[config.mk]
export PLATFORM = sky130hd
export DESIGN_NAME = pcpi_insn_loader
export DESIGN_NICKNAME = d
export VERILOG_FILES = /design/src/rtl/pcpi_insn_loader_pkg.sv /design/src/rtl/pcpi_insn_loader_pin_sync_edge.sv /design/src/rtl/pcpi_insn_loader.sv
export SDC_FILE = /design/constraint.sdc
export NUM_CORES = 1
export LEC_CHECK = 0
export CAP_MARGIN = 25
export CORE_MARGIN = 4
export CORE_UTILIZATION = 30
export CTS_CLUSTER_DIAMETER = 100
export DETAILED_ROUTE_END_ITERATION = 16
export GPL_ROUTABILITY_DRIVEN = 0
export MAX_ROUTING_LAYER = met4
export PLACE_DENSITY = 0.64
export SLEW_MARGIN = 40
export SYNTH_ARGS = -nofsm -noshare
export SYNTH_HDL_FRONTEND = slang
export SYNTH_SLANG_ARGS = --single-unit
[constraint.sdc]
create_clock -name clk -period 2.8 [get_ports clk]
set_input_delay 0.56 -clock clk [delete_from_list [all_inputs] [get_ports clk]]
set_output_delay 0.56 -clock clk [all_outputs]
set_load 0.01 [all_outputs]
[src/rtl/pcpi_insn_loader_pkg.sv]
// Shared types and constants for the PCPI instruction loader.
//   state_t          : loader FSM encoding (reserved codes decode as COLLECT)
//   NIBBLES_PER_INSN : segments per assembled instruction
//   PCPI_XLEN        : PCPI instruction / result width
package pcpi_pkg;

  typedef enum logic [1:0] {
    COLLECT = 2'b00,
    ISSUE   = 2'b01
  } state_t;

  localparam int NIBBLES_PER_INSN = 8;
  localparam int PCPI_XLEN        = 32;

endpackage

[src/rtl/pcpi_insn_loader_pin_sync_edge.sv]
// Synchronizes an asynchronous strobe pin together with its data bus and
// emits a single-cycle pulse on each rising strobe edge, with the data
// aligned to that pulse.
//   clk, rst   : clock, async active-high reset
//   i_strobe   : async strobe pin
//   i_data     : async data pins, stable around the strobe edge
//   o_edge     : one-cycle pulse per rising strobe edge
//   o_data     : synchronized data, valid while o_edge is high
module pin_sync_edge #(
  parameter int SYNC_STAGES = 2,
  parameter int WIDTH       = 4
) (
  input  logic             clk,
  input  logic             rst,
  input  logic             i_strobe,
  input  logic [WIDTH-1:0] i_data,
  output logic             o_edge,
  output logic [WIDTH-1:0] o_data
);

  logic [SYNC_STAGES-1:0]            r_str;
  logic [SYNC_STAGES-1:0][WIDTH-1:0] r_dat;
  logic                              r_prev;

  // Data goes through the same number of stages as the strobe so the
  // synchronized nibble is aligned with the detected edge.
  always_ff @(posedge clk or posedge rst) begin
    if (rst) begin
      r_str  <= '0;
      r_dat  <= '0;
      r_prev <= 1'b0;
    end else begin
      r_str  <= {r_str[SYNC_STAGES-2:0], i_strobe};
      r_dat  <= {r_dat[SYNC_STAGES-2:0], i_data};
      r_prev <= r_str[SYNC_STAGES-1];
    end
  end

  assign o_edge = r_str[SYNC_STAGES-1] & ~r_prev;
  assign o_data = r_dat[SYNC_STAGES-1];

endmodule

[src/rtl/pcpi_insn_loader.sv]
// Assembles a 32-bit PCPI instruction from eight nibbles strobed in on slow
// pins (LS nibble first), issues it over a pcpi_valid/pcpi_ready handshake
// with a wait-aware timeout, and captures pcpi_rd for readback.
//   seg_strobe/seg_data : async nibble input pins
//   clear               : sync flush of partial instruction / pending issue
//   seg_ack             : pulse, nibble accepted
//   nib_count           : nibbles held for current instruction
//   busy                : high while issuing
//   pcpi_*              : coprocessor handshake
//   result/result_valid : last captured pcpi_rd and its validity
//   timeout_err         : sticky, last issue timed out
module pcpi_insn_loader
  import pcpi_pkg::*;
#(
  parameter int SYNC_STAGES = 2,
  parameter int TIMEOUT     = 16
) (
  input  logic                 clk,
  input  logic                 rst,
  input  logic                 seg_strobe,
  input  logic [3:0]           seg_data,
  input  logic                 clear,
  output logic                 seg_ack,
  output logic [2:0]           nib_count,
  output logic                 busy,
  output logic                 pcpi_valid,
  output logic [PCPI_XLEN-1:0] pcpi_insn,
  input  logic                 pcpi_ready,
  input  logic                 pcpi_wr,
  input  logic                 pcpi_wait,
  input  logic [PCPI_XLEN-1:0] pcpi_rd,
  output logic [PCPI_XLEN-1:0] result,
  output logic                 result_valid,
  output logic                 timeout_err
);

  localparam int TW = $clog2(TIMEOUT + 1);

  state_t               r_state;
  logic [TW-1:0]        r_tcnt;
  logic [2:0]           r_nib;
  logic [PCPI_XLEN-1:0] r_insn;
  logic [PCPI_XLEN-1:0] r_result;
  logic                 r_valid;
  logic                 r_ack;
  logic                 r_rv;
  logic                 r_terr;
  logic                 w_edge;
  logic [3:0]           w_nib;

  pin_sync_edge #(
    .SYNC_STAGES(SYNC_STAGES),
    .WIDTH      (4)
  ) u_sync (
    .clk     (clk),
    .rst     (rst),
    .i_strobe(seg_strobe),
    .i_data  (seg_data),
    .o_edge  (w_edge),
    .o_data  (w_nib)
  );

  always_ff @(posedge clk or posedge rst) begin
    if (rst) begin
      r_state  <= COLLECT;
      r_tcnt   <= '0;
      r_nib    <= '0;
      r_insn   <= '0;
      r_result <= '0;
      r_valid  <= 1'b0;
      r_ack    <= 1'b0;
      r_rv     <= 1'b0;
      r_terr   <= 1'b0;
    end else begin
      r_ack <= 1'b0;
      if (clear) begin
        // Flush only the in-flight work; assembled bits and flags persist.
        r_nib   <= '0;
        r_valid <= 1'b0;
        r_tcnt  <= '0;
        r_state <= COLLECT;
      end else begin
        case (r_state)
          ISSUE: begin
            // Ready is tested first so it wins over a coincident timeout.
            if (pcpi_ready) begin
              r_valid <= 1'b0;
              r_state <= COLLECT;
              r_tcnt  <= '0;
              r_rv    <= 1'b1;
              if (pcpi_wr) r_result <= pcpi_rd;
            end else if (pcpi_wait) begin
              r_tcnt <= '0;
            end else if (r_tcnt == TW'(TIMEOUT - 1)) begin
              r_valid <= 1'b0;
              r_terr  <= 1'b1;
              r_state <= COLLECT;
              r_tcnt  <= '0;
            end else begin
              r_tcnt <= r_tcnt + 1'b1;
            end
          end
          default: begin
            if (w_edge) begin
              r_insn[{r_nib, 2'b00} +: 4] <= w_nib;
              r_ack <= 1'b1;
              // A new instruction invalidates the previous issue's status.
              if (r_nib == 3'd0) begin
                r_terr <= 1'b0;
                r_rv   <= 1'b0;
              end
              if (r_nib == 3'(NIBBLES_PER_INSN - 1)) begin
                r_nib   <= '0;
                r_state <= ISSUE;
                r_valid <= 1'b1;
              end else begin
                r_nib <= r_nib + 1'b1;
              end
            end
          end
        endcase
      end
    end
  end

  assign seg_ack      = r_ack;
  assign nib_count    = r_nib;
  assign busy         = (r_state == ISSUE);
  assign pcpi_valid   = r_valid;
  assign pcpi_insn    = r_insn;
  assign result       = r_result;
  assign result_valid = r_rv;
  assign timeout_err  = r_terr;

endmodule

### Word level (Yosys, flattened, before mapping)

Cells that the tools add are included.
W data, S select, Z words.

* flip-flop bits (word level): 89
* bits of input ports: 43
* output and inout bits: 72
* word-level logic and storage cells: 80

* add/sub/neg operators: 3
* equality and inequality tests: 10
* shifts and indexed selects: 2
* multiplexer cells: 35
* bitwise logic cells: 4
* reduce and logical (&&, ||, !) cells: 13

Operator list (number)
* $bwmux W32: 1
* $shift A4 B7 Y32 const A: 1
* $shiftx A4 B7 Y32: 1
* $mux W5: 5
* $mux W1: 18
* $mux W2: 7
* $mux W3: 4
* $reduce_and A4 Y1: 3
* $reduce_bool A2 Y1: 4
* $neg A5 Y7: 1
* $ne A2 B2 Y1 const B: 3
* $reduce_and A6 Y1: 1
* $reduce_bool A3 Y1: 2
* $add A5 B1 Y5 const B: 1
* $eq A5 B4 Y1 const B: 1
* $ne A2 B1 Y1 const B: 2
* $ne A4 B2 Y1 const B: 1
* $ne A4 B4 Y1 const B: 1
* $add A3 B1 Y3 const B: 1
* $eq A3 B3 Y1 const B: 1
* $logic_not A3 Y1: 1
* $not A1 Y1: 3
* $reduce_and A3 Y1: 1
* $eq A2 B1 Y1 const B: 1
* other kinds (2): 2

### Longest topological paths before layout

Gate-level depths: netlist (run 1).

* depth after elaboration: 6
* mapped depth: 6
* gate-level depth less buffers: 6

### Modules after synthesis

From an unflattened synthesis (run 1), not the netlist that was laid out.

* cell total of the unflattened synthesis: 233
* area, all modules: 3542.1 µm²

Modules (own cells, without submodules)
* pcpi_insn_loader: instances 1, cells each 216, area an instance 3219.3 µm², seq. area each 1901.8 µm²
* pin_sync_edge: instances 1, cells each 17, area an instance 322.8 µm², seq. area each 275.3 µm²

### Worst setup path before layout (run 1)

Ideal clock, no wire load.

* kind: reg2reg
* start: reg r_nib[0] (netlist: nib_count[0])
* end: reg r_insn[10] (netlist: pcpi_insn[10])
* library setup time: 0.125 ns
* data arrival time: 2.054 ns
* data required time: 2.675 ns
* path slack: 0.621 ns
* stages on the path, launching flop included: 7
* buffers on the path: 0
* clock period less this slack: 2.179 ns
* cells stage by stage: dfrtp_1 > inv_1 > ha_1 > ha_1 > nor2b_1 > o2111a_2 > mux2_2

* word-level cells in the longest chain between the ends: 3
* elaborated cells on any way between the ends: 4
* those cells by class: add/sub: 1; shift: 2; mux: 1

Ends and longest elaborated chain
* start: declaration: RTL line pcpi_insn_loader.sv:41 `logic [2:0] r_nib;`
* start signal: assignment: RTL line pcpi_insn_loader.sv:117 `r_nib <= r_nib + 1'b1;`
* $neg A5 Y7 (*): RTL line pcpi_insn_loader.sv:105 `r_insn[{r_nib, 2'b00} +: 4] <= w_nib;`
* $shiftx A4 B7 Y32 / $shift A4 B7 Y32 (equally long branches): RTL line pcpi_insn_loader.sv:105
* $bwmux W32 (*): RTL line pcpi_insn_loader.sv:105
* end signal: indexed assignment: RTL line pcpi_insn_loader.sv:105
* end: declaration: RTL line pcpi_insn_loader.sv:42 `logic [PCPI_XLEN-1:0] r_insn;`

Mark *: on every way between the ends. The rest lies on a longest branch, timed or not.
A chain may end at the register's enable or synchronous reset.

### Final worst setup path (run 1)

* start: reg r_nib[0] (netlist: nib_count[0])
* end: reg r_insn[0] (netlist: pcpi_insn[0])

Same word-level chain as after synthesis.

==> flow_summary.toml, run 1 <==
[floorplan]
die_h_um = 115
rows = 38
start_util_pct = 31.3
top_level_ports = 115
dieWidth_um = 115
core_mm2 = 0.0111
dieArea_mm2 = 0.0133

[sta]
maxSlewHeadroom_pct = 67.4
tightestPinTransition_ns = 0.488
setup_viol_count_final = 0
rsz0062_at_grt = "no"
hold_violations = 0
skew_ns = 0.00607
min_period_ns = 2.40
fin_crit_sh_pct = 85.6
fmax_ghz = 0.417
timing.final.max_slew_violations = 0
setup-tns-final_ns = 0

[synth]
synth_area_mm2 = 0.00346
synth_seq_cells = 87
yosysSeqAreaShare_pct = 62.9
synth_enable_flop_cells = 0
synth_top_flop_cell = "dfrtp_1"
synth_fp_nets = 272
synth.area.top_cells = "dfrtp_1, mux2_2, ha_1"
synth_warnings = 0
syn_inst = 223
ys_async_sr_fraction_pct = 100
synth_cell_types = 33
avgSynthCellArea_um2 = 15.5
synth_top_area_share_pct = 62.9
yosysTopAreaCell = "dfrtp_1"

[final_layout]
fin_cells = 493
final_area_mm2 = 0.00513
final_nets = 397
layout-area-overhead-vs-synth_pct = 48.2
n_antenna_cell = 0
fillers = 1013
drive_gt1_share_pct = 27.8
final_util_pct = 46.3

[critical_path]
r2r_cells = 6
critPathMaxFanout = 9
cp_slowest_cell = "dfrtp_1"
slowest_delay_ns = 0.54
crit_required_ns = 3.01
path_delay_family = "adder cells"
cp_common_cell = "ha_1"
reg2reg_slack_ns = 0.40
reg2reg_from = "nib_count[0]"
cp.arrival_ns = 2.61
worst-setup-path-type = "reg2reg"
crit_path_cell_trace = "inv_1, ha_1, ha_1, nor4_1, nand4_1, mux2_2"
worst-path-buf-inv = 1
crit_path_end_kind = "flip-flop"
r2r_end = "pcpi_insn[0]"
startpoint_type = "flip-flop"

[grt]
grtUsageTotal_pct = 12.8
grt_pass1_wl_um = 12700
grt_overflow = 0
antenna_found_initial = 0
grt_pass1_vias = 2461
grt_max_degree = 63

[min_path]
holdCritPathClass = "reg2reg"
hold-path-cell-count = 0
min_from = "u_sync.r_dat[0]"
hold_end = "u_sync.o_data[0]"

[route]
vias_per_cell = 4.60
drt_iter0_markers = 81
wl_um = 7700
wire_per_inst_um = 15.6
vias = 2268
dr.pass1.iters = 4
drc_errors = 0
ant_nets = 0

[clock_tree]
htreeDepth = 3
cts_sinks = 87
clock_latency_ns = 0.33
hold_buffers = 0
cts_buffer_depth = 2
cts_resized = 0
cts_buffers = 9
root_buffer = "clkbuf_16"
post_cts_buffers = 0
clk_pin_slew_worst_paths_ns = 0.07
cts_tree = "built"

[outcome]
outcome = "completed"

[power_and_ir_drop]
ir_worst_vdd_mv = 0.298
power.leakage_nw = 2.35
total_power_mw = 2.88
power.density_mw_per_mm2 = 561

[placed_design]
hpwl_um = 5700
dp_cells = 477
port_buffers = 114
place_area_mm2 = 0.00481

[job]
maxCapViolations = 0
placed cells by master (no fill, tap or decap), drive strengths merged, types with 3 or more instances in the layout:
master	n
inv	7
ha	6
clkdlybuf4s50	114
nor2	5
dfrtp	87
buf	6
o21ai	3
clkbuf	9
a22o	3
mux2	65
nand3	5
nand2	9
nor2b	4
cell usage after synthesis (2+ instances only):
cell type and number:
nor2_1 5, nand3_2 2, or3b_2 2, nor2b_1 4, buf_4 4, o2111ai_4 2
mux2_2 65, a22o_1 3, o211ai_1 2, nand2_1 9, nand2b_1 2, dfrtp_1 87
ha_1 6, a21oi_1 2, inv_1 6, nand3_1 3, o21ai_0 3
where the power goes:
group	switching, mW	internal [mW]	total, mW
clock	0.494	0.785	1.28
combinational	0.105	0.160	0.265
sequential	0.0328	1.30	1.33
total	0.632	2.25	2.88
worst max-delay path by stage:
stage                 start       endpoint  slack, ns  cells after the start
5_1_grt        nib_count[0]  pcpi_insn[10]       0.29                      6
2_1_floorplan  nib_count[0]  pcpi_insn[10]       0.62                      6
4_1_cts        nib_count[0]   pcpi_insn[0]       0.41                      6
6_report       nib_count[0]   pcpi_insn[0]       0.40                      6
3_3_place_gp          clear   pcpi_insn[6]       0.46                      4
3_5_place_dp          clear   pcpi_insn[7]       0.39                      4
per-layer routing:
layer  vias to the layer above  part of all wire, %  track usage, %
met5                         -                    0               -
met4                         0                  1.9            5.40
met3                        15                  5.9            3.45
met2                        69                   47            19.0
met1                      1131                   45            16.5
li1                       1053                    -               -
registers in the layout, indices dropped and copies added (netlist names), 2 cells and up:
name,cells
pcpi_insn,32
result,32
r_tcnt,5
u_sync.o_data,4
u_sync.r_dat,4
nib_count,3
u_sync.r_str,2
stage by stage:
step	hold WS, ns	setup WS, ns
floorplan	0.331	0.621
global placement	0.333	0.455
detailed placement	0.335	0.392
CTS	0.349	0.411
global route	0.356	0.289
finish	0.347	0.402
layout make-up:
class	count	area, µm²	area share (%)
multi-input cells	124	1220	23.8
well taps	140	175	3.41
repair buffers	120	1210	23.6
inverters	6	26.3	0.512
clock buffers	9	225	4.39
clock inverters	7	95.1	1.85
flip-flops and latches	87	2180	42.4
kinds of logic (layout without fill, tap and decap cells):
group / Yosys count / in the layout / synth area share [%]
simple gates: 36 / 36 / 6.98
compound gates: 15 / 15 / 4.30
xor+xnor: 1 / 1 / 0.253
mux: 66 / 66 / 21.4
flops: 87 / 87 / 62.9
fa+ha+maj: 6 / 6 / 2.17
buf+inv: 12 / 142 / 1.99
(Power assumes the default switching activity.)
==> inputs of run 2 (changes only) <==
--- a/config.mk
+++ b/config.mk
@@ -5,7 +5,6 @@
 export SDC_FILE = /design/constraint.sdc
 export NUM_CORES = 1
 export LEC_CHECK = 0
-export CAP_MARGIN = 25
 export CORE_MARGIN = 4
 export CORE_UTILIZATION = 30
 export CTS_CLUSTER_DIAMETER = 100
==> results of run 2 <==
The final DEF is identical to that of run 1; final timing and power are the same.
==> inputs of run 3 (changes only) <==
--- a/config.mk
+++ b/config.mk
@@ -10,6 +10,7 @@
 export CTS_CLUSTER_DIAMETER = 100
 export DETAILED_ROUTE_END_ITERATION = 16
 export GPL_ROUTABILITY_DRIVEN = 0
+export GPL_TIMING_DRIVEN = 1
 export MAX_ROUTING_LAYER = met4
 export PLACE_DENSITY = 0.64
 export SLEW_MARGIN = 40
==> results of run 3 <==
The final DEF is identical to that of run 1; final timing and power are the same.
